--- src/rtl/hazard_stall_unit.sv ---
// Pipeline interlock for the 5-stage core: load-use stall, data-memory wait freeze,
// taken-branch flush, and a saturating stall-cycle counter.
module hazard_stall_unit #(
  parameter int REG_ADDR_W  = 5,
  parameter int CNT_W       = 16,
  parameter int MEM_TIMEOUT = 15
) (
  input  logic                  i_Clk,
  input  logic                  i_Rst_n,
  input  logic [REG_ADDR_W-1:0] i_Rs1AddrDecode,
  input  logic [REG_ADDR_W-1:0] i_Rs2AddrDecode,
  input  logic                  i_Rs1UsedDecode,
  input  logic                  i_Rs2UsedDecode,
  input  logic                  i_RfWeExec,
  input  logic [REG_ADDR_W-1:0] i_RfDstExec,
  input  logic [1:0]            i_RfDataInSelExec,
  input  logic                  i_RfWeMem,
  input  logic [REG_ADDR_W-1:0] i_RfDstMem,
  input  logic [1:0]            i_RfDataInSelMem,
  input  logic                  i_MemAccessMem,
  input  logic                  i_MemReady,
  input  logic                  i_BranchTakenExec,
  input  logic                  i_CntClr,
  output logic                  o_PcWe,
  output logic                  o_IfIdWe,
  output logic                  o_IfIdFlush,
  output logic                  o_IdExFlush,
  output logic                  o_ExMemWe,
  output logic                  o_MemWbBubble,
  output logic                  o_MemTimeout,
  output logic [CNT_W-1:0]      o_StallCycles
);

  localparam int WAIT_BITS = $clog2(MEM_TIMEOUT + 1);
  localparam int WAIT_W    = (WAIT_BITS < 4) ? 4 : WAIT_BITS;
  localparam logic [WAIT_W-1:0] WAIT_LAST = WAIT_W'(MEM_TIMEOUT - 1);
  localparam logic [1:0] SEL_LOAD = 2'b01;

  typedef enum logic [1:0] {RUN, MEM_WAIT, ERR} state_t;

  state_t            state;
  logic [WAIT_W-1:0] waitCnt;

  logic loadExec, loadMem;
  logic hitExec, hitMem;
  logic loadHazard;
  logic memBusy;

  // Only loads are interlocked; every other producer is covered by forwarding.
  assign loadExec = i_RfWeExec && (i_RfDataInSelExec == SEL_LOAD);
  assign loadMem  = i_RfWeMem  && (i_RfDataInSelMem  == SEL_LOAD);

  assign hitExec = (i_Rs1UsedDecode && (i_Rs1AddrDecode == i_RfDstExec)) ||
                   (i_Rs2UsedDecode && (i_Rs2AddrDecode == i_RfDstExec));
  assign hitMem  = (i_Rs1UsedDecode && (i_Rs1AddrDecode == i_RfDstMem)) ||
                   (i_Rs2UsedDecode && (i_Rs2AddrDecode == i_RfDstMem));

  assign loadHazard = (loadExec && hitExec) || (loadMem && hitMem);
  assign memBusy    = i_MemAccessMem && !i_MemReady;

  always_comb begin
    o_PcWe        = 1'b1;
    o_IfIdWe      = 1'b1;
    o_ExMemWe     = 1'b1;
    o_IfIdFlush   = 1'b0;
    o_IdExFlush   = 1'b0;
    o_MemWbBubble = 1'b0;
    if (!i_Rst_n || state == ERR) begin
      o_PcWe        = 1'b0;
      o_IfIdWe      = 1'b0;
      o_ExMemWe     = 1'b0;
      o_IfIdFlush   = 1'b1;
      o_IdExFlush   = 1'b1;
      o_MemWbBubble = 1'b1;
    end else if ((state == RUN && memBusy) || (state == MEM_WAIT && !i_MemReady)) begin
      o_PcWe        = 1'b0;
      o_IfIdWe      = 1'b0;
      o_ExMemWe     = 1'b0;
      o_MemWbBubble = 1'b1;
    end else if (i_BranchTakenExec) begin
      // A stalled ID instruction behind a taken branch is wrong-path: flush, don't stall.
      o_IfIdFlush = 1'b1;
      o_IdExFlush = 1'b1;
    end else if (loadHazard) begin
      o_PcWe      = 1'b0;
      o_IfIdWe    = 1'b0;
      o_IdExFlush = 1'b1;
    end
  end

  assign o_MemTimeout = (state == ERR);

  always_ff @(posedge i_Clk or negedge i_Rst_n) begin
    if (!i_Rst_n) begin
      state   <= RUN;
      waitCnt <= '0;
    end else begin
      case (state)
        RUN: begin
          if (memBusy) begin
            state   <= MEM_WAIT;
            waitCnt <= '0;
          end
        end
        MEM_WAIT: begin
          if (i_MemReady) begin
            state <= RUN;
          end else begin
            waitCnt <= waitCnt + 1'b1;
            // The RUN cycle that detected busy counts as the first tolerated cycle.
            if (waitCnt >= WAIT_LAST) state <= ERR;
          end
        end
        ERR:     state <= ERR;
        default: state <= RUN;
      endcase
    end
  end

  always_ff @(posedge i_Clk or negedge i_Rst_n) begin
    if (!i_Rst_n)
      o_StallCycles <= '0;
    else if (i_CntClr)
      o_StallCycles <= '0;
    else if (!o_PcWe && o_StallCycles != {CNT_W{1'b1}})
      o_StallCycles <= o_StallCycles + 1'b1;
  end

endmodule

--- config.mk ---
export PLATFORM = sky130hd
export DESIGN_NAME = hazard_stall_unit
export DESIGN_NICKNAME = d
export VERILOG_FILES = /design/src/rtl/hazard_stall_unit.sv
export SDC_FILE = /design/constraint.sdc
export NUM_CORES = 1
export LEC_CHECK = 0
export ABC_AREA = 1
export CAP_MARGIN = 20
export CORE_MARGIN = 2
export CORE_UTILIZATION = 47
export CTS_CLUSTER_SIZE = 12
export DETAILED_ROUTE_END_ITERATION = 16
export HOLD_SLACK_MARGIN = 0.15
export MAX_ROUTING_LAYER = met4
export PLACE_DENSITY = 0.85
export SYNTH_ARGS = -nofsm -noshare
export SYNTH_HDL_FRONTEND = slang
export SYNTH_SLANG_ARGS = --single-unit
--- constraint.sdc ---
create_clock -name i_Clk -period 3.1 [get_ports i_Clk]
set_clock_uncertainty 0.2 [all_clocks]
set_input_delay 0.93 -clock i_Clk [delete_from_list [all_inputs] [get_ports i_Clk]]
set_output_delay 0.93 -clock i_Clk [all_outputs]
set_load 0.02 [all_outputs]
# Word-level counts from Yosys, hierarchy flattened
# Index checks and enable logic that the tools add are counted.
# op_classes
n_eq_ne,12
magnitude_cmp,1
reduce_logical,25
mux,24
add_sub_neg,2
# op_table
cell,count
16-bit two-way mux,2
5-bit == test,4
16-bit by 1-bit adder with 16-bit output (second input constant),1
16-bit != test (second input constant),1
1-bit two-way mux,15
1-bit logical AND,12
4-bit two-way mux,2
4-bit one-hot mux with 2 select lines,1
2-bit by 1-bit == test with 1-bit output (second input constant),3
2-bit two-way mux,3
2-bit one-hot mux with 3 select lines,1
1-bit logical OR,5
4-bit by 1-bit adder with 4-bit output (second input constant),1
4-bit greater-or-equal comparator (second input constant),1
2-bit != test (second input constant),2
2-bit nonzero test,2
1-bit zero test,3
3-bit by 2-bit != test with 1-bit output (second input constant),1
3-bit AND reduction,1
2-bit == test (second input constant),1
2-bit zero test,1
2-bit AND reduction,1
# word_totals
in_bits,34
elab_cells,67
register_bits,22
output_inout_bits,23

# Longest topological paths before layout
# Gate-level depths: netlist of the first run.
# logic_depth
ltp_word,13
ltp_mapped,14
ltp_nobuf,13

# Worst setup path before layout of the first run
# OpenSTA, ideal clock, no wires.
# synth_timing
path_kind,input to output
from,input i_MemReady
to,output o_PcWe
stages,8
path_slack_ns,-0.097
n_path_buf,2
arrival_time_ns,2.067
required_ns,1.970
path_cell_list,inv_1 -> nand4_1 -> nand2_1 -> nor2_2 -> nand2_4 -> buf_2 -> inv_2 -> buf_4
# synth_via
elab_chain_cells,6
elab_cells_between_ends,7
# synth_rtl
item,line_no,rtl
"start, declared",21,"input logic i_MemReady,"
1-bit zero test *,"59, 75",
1-bit logical AND,59,assign memBusy = i_MemAccessMem && !i_MemReady;
1-bit logical AND,75,end else if ((state == RUN && memBusy) || (state == MEM_WAIT && !i_MemReady)) begin
1-bit logical OR *,75,
1-bit two-way mux * (2 in series),n/a,
"end, declared",24,"output logic o_PcWe,"
# Mark *: on every way between the ends. The rest lies on a longest branch, timed or not.

# Worst setup path in the final report of the first run
# layout_timing
from,input i_Rst_n
to,output o_PcWe
# layout_via
elab_chain_cells,3
# layout_rtl
item,line_no,rtl
"start, declared",9,"input logic i_Rst_n,"
1-bit zero test (no line),n/a,
1-bit logical OR,68,if (!i_Rst_n || state == ERR) begin
1-bit two-way mux,68,
# Every way passes these cells.

==> metrics.cfg, run 1 <==
[run_status]
status=finished, final reports clean

[setup_path]
path_buf_inv=3
start_kind=primary input
crit_start=i_Rst_n
crit_chain=clkdlybuf4s50_1 > o21ai_2 > nor2_4 > nand2_4 > inv_4 > buf_6
critPathKind=in2out
crit_slowest_cell=clkdlybuf4s50_1
worstPathRequired_ps=1970
crit_family=buffers and inverters
crit_path_end_kind=primary output
arrival_ps=1910
critPathMaxStageDelay_ps=500
cp_max_fo=3
reg2reg_from=o_StallCycles[0]

[layout]
antennaDiodeCount=0
fill_cells=332
multi_input_area_um2=1120
syn_to_final_growth_pct=38.2
fin_nets=391
layout-drive-gt1-share_pct=26.4
ff_latch_area_um2=551

[worst_hold_path]
hold_path.class=reg2reg
holdCritStartpoint=waitCnt[3]

[drt]
vias=2001
drt_iter0_drc=60
finalWirelength_mm=4.59
drcViolationCount=0
drt-wirelength-per-cell_um=11.5
vias_per_cell=5.00
drtAntennaViolNets=0
first_pass_iters=5

[yosys]
ys_types=27
yosysMostFrequentCell=nand2_1
synthCells=292
synth_edf_count=0
yosys_most_used_dff=dfrtp_1
ys_seq_area_share_pct=29.9
synthArstFlopShare_pct=100
synth_warnings=0
synth_area_leader_cell=dfrtp_1
synth_fp_nets=329
synth_common_cells=nand2_1 (100), inv_1 (45), nor2_1 (27)
synth_area_leaders=dfrtp_1 (30%), nand2_1 (20%), inv_1 (9.2%), nand3_1 (6.5%), nand4_1 (6.4%)
avgSynthCellArea_um2=6.31
synth_top_cell_area_share_pct=29.9
netlist_area_um2=1840
synth-seq-cells=22

[placement]
hpwlAfterDp_mm=3.47
gp_congestion=0.833
io_buffers=56

[floorplan]
dieArea_um2=4440
start_util_pct=49.6
core-area_um2=3720
die_y_um=66.6
io_pins=57
num_rows=22
dieWidth_um=66.6

[timing]
hold_slack_ps=264
slew_viol_final=0
hold_viol=0
setup_tns_ps=0
min_period_ps=3040
timing.fmax_mhz=329
worstMarginPinSlew_ps=313
fin_crit_sh_pct=98.1
setup_viol=0
slew_headroom_pct=79.0

[cts]
root_buffer=clkbuf_8
cts_sinks=22
clkSlewWorstSetupHoldPaths_ps=70
htreeDepth=1
numCtsBuffers=3
clk_latency_ps=260
cts_tree=yes
clk_path_buf_depth=2

[global_routing]
grt.total_usage_pct=21.8
grt_pass1_wl_mm=7.43
antenna_found_initial=0
grt_max_degree=33
grt_overflow=0
grt_pass1_vias=1850

[pwr]
p_leak_nw=1.40
ir_drop_mv=0.260
totalPowerFinal_mw=0.592
power_per_cell_area_nw_per_um2=233

[job]
maxCapViolations=0

-- what timing repair did --
| action | in CTS | in global routing |
|---|---|---|
| pin swaps | 27 | 31 |
| endpoints found under the setup margin | 6 | 4 |
| gates resized for setup | 115 | 68 |
| setup buffers | 2 | 1 |
| hold buffers | 0 | 0 |
-- stage by stage --
stage / cells / worst slack (ps) / area (um2) / utilization, %
finish: 400 / 59.4 / 2550 / 68.6
global route: 400 / -37.9 / 2550 / 68.6
CTS: 399 / 0.169 / 2490 / 67.1
detailed placement: 394 / -765 / 2470 / 66.4
global placement: 394 / -749 / 2470 / 66.4
floorplan: 292 / 11.5 / 1850 / -
-- worst reg2reg max path, stage by stage, from the launching register on --
cell,delay [ps]
dfrtp_1,450
ha_1,220
nand2_1,110
nor2_4,140
nand2_2,90
nor2_4,130
nand4_4,250
nand2_4,280
nand3_1,110
nand2_1,80
-- flip-flops by register name (all words and copies together) (netlist names) --
signal and count:
o_StallCycles 16, state 2, waitCnt 4
-- report_power, final --
part           internal (mW)  switching, mW
clock                 0.0866         0.0846
sequential             0.290        0.00456
combinational         0.0597         0.0671
-- kinds of logic (layout without fill, tap and decap cells) --
group           after synthesis  count (layout)  synth area share, %
xor+xnor                     14              14                 6.65
simple gates                184             184                 45.6
fa+ha+maj                     3               3                 2.04
buf+inv                      59             119                 12.8
flops                        22              22                 29.9
compound gates               10              10                 2.99
-- cell type report --
class / instances / share of cell area, %
timing repair buffer: 65 / 22.7
clock buffer: 3 / 1.62
multi-input combinational: 211 / 43.9
sequential: 22 / 21.6
tap: 48 / 2.36
inverter: 51 / 7.81
-- layout by cell type (no fill, tap or decap) --
cell type and count:
ha_1 3, o21ai_0 3, nand2_4 2, xnor2_1 1
buf_6 14, xor2_1 13, nand4_1 19, o211ai_1 1
buf_2 8, o22ai_1 2, clkbuf_2 2, a21oi_1 2
nand3_1 24, inv_1 29, nor2_2 3, clkbuf_8 3
o21ai_2 1, nor2_1 24, dlygate4sd2_1 6, nor3_1 4
nand2_1 83, clkdlybuf4s50_1 22, a21oi_2 1, nor3_2 2
buf_4 13, nand4_4 1, inv_2 19, dfrtp_1 22
nor2_4 3, inv_4 3, nand2_2 18, nor4_1 1
-- path summary, 6_finish.rpt --
path,to,depth (start not counted),slack [ps]
max,o_PcWe,6,60
min,waitCnt[3],1,260
max reg2reg,o_StallCycles[10],9,1000
min reg2reg,waitCnt[3],1,260
max in group asynchronous,o_StallCycles[0],2,1600
min in group asynchronous,waitCnt[2],2,880
-- routing by layer --
metal | global-route usage [%] | wire length [um] | share of wire, % | vias to the layer above
met3 | 2.20 | 260 | 5.7 | 7
met4 | 6.12 | 63 | 1.4 | 0
met5 | - | 0 | 0 | -
li1 | - | - | - | 1041
met1 | 25.4 | 1960 | 43 | 901
met2 | 39.6 | 2300 | 50 | 52
No activity file was read; power rests on OpenSTA's default activity.
==> inputs of run 2 (changes only) <==
--- a/config.mk
+++ b/config.mk
@@ -6,6 +6,7 @@
 export NUM_CORES = 1
 export LEC_CHECK = 0
 export ABC_AREA = 1
+export ABC_CLOCK_PERIOD_IN_PS = 3100
 export CAP_MARGIN = 20
 export CORE_MARGIN = 2
 export CORE_UTILIZATION = 47
==> results of run 2 <==
No change in the layout: final DEF, timing and power equal those of run 1.
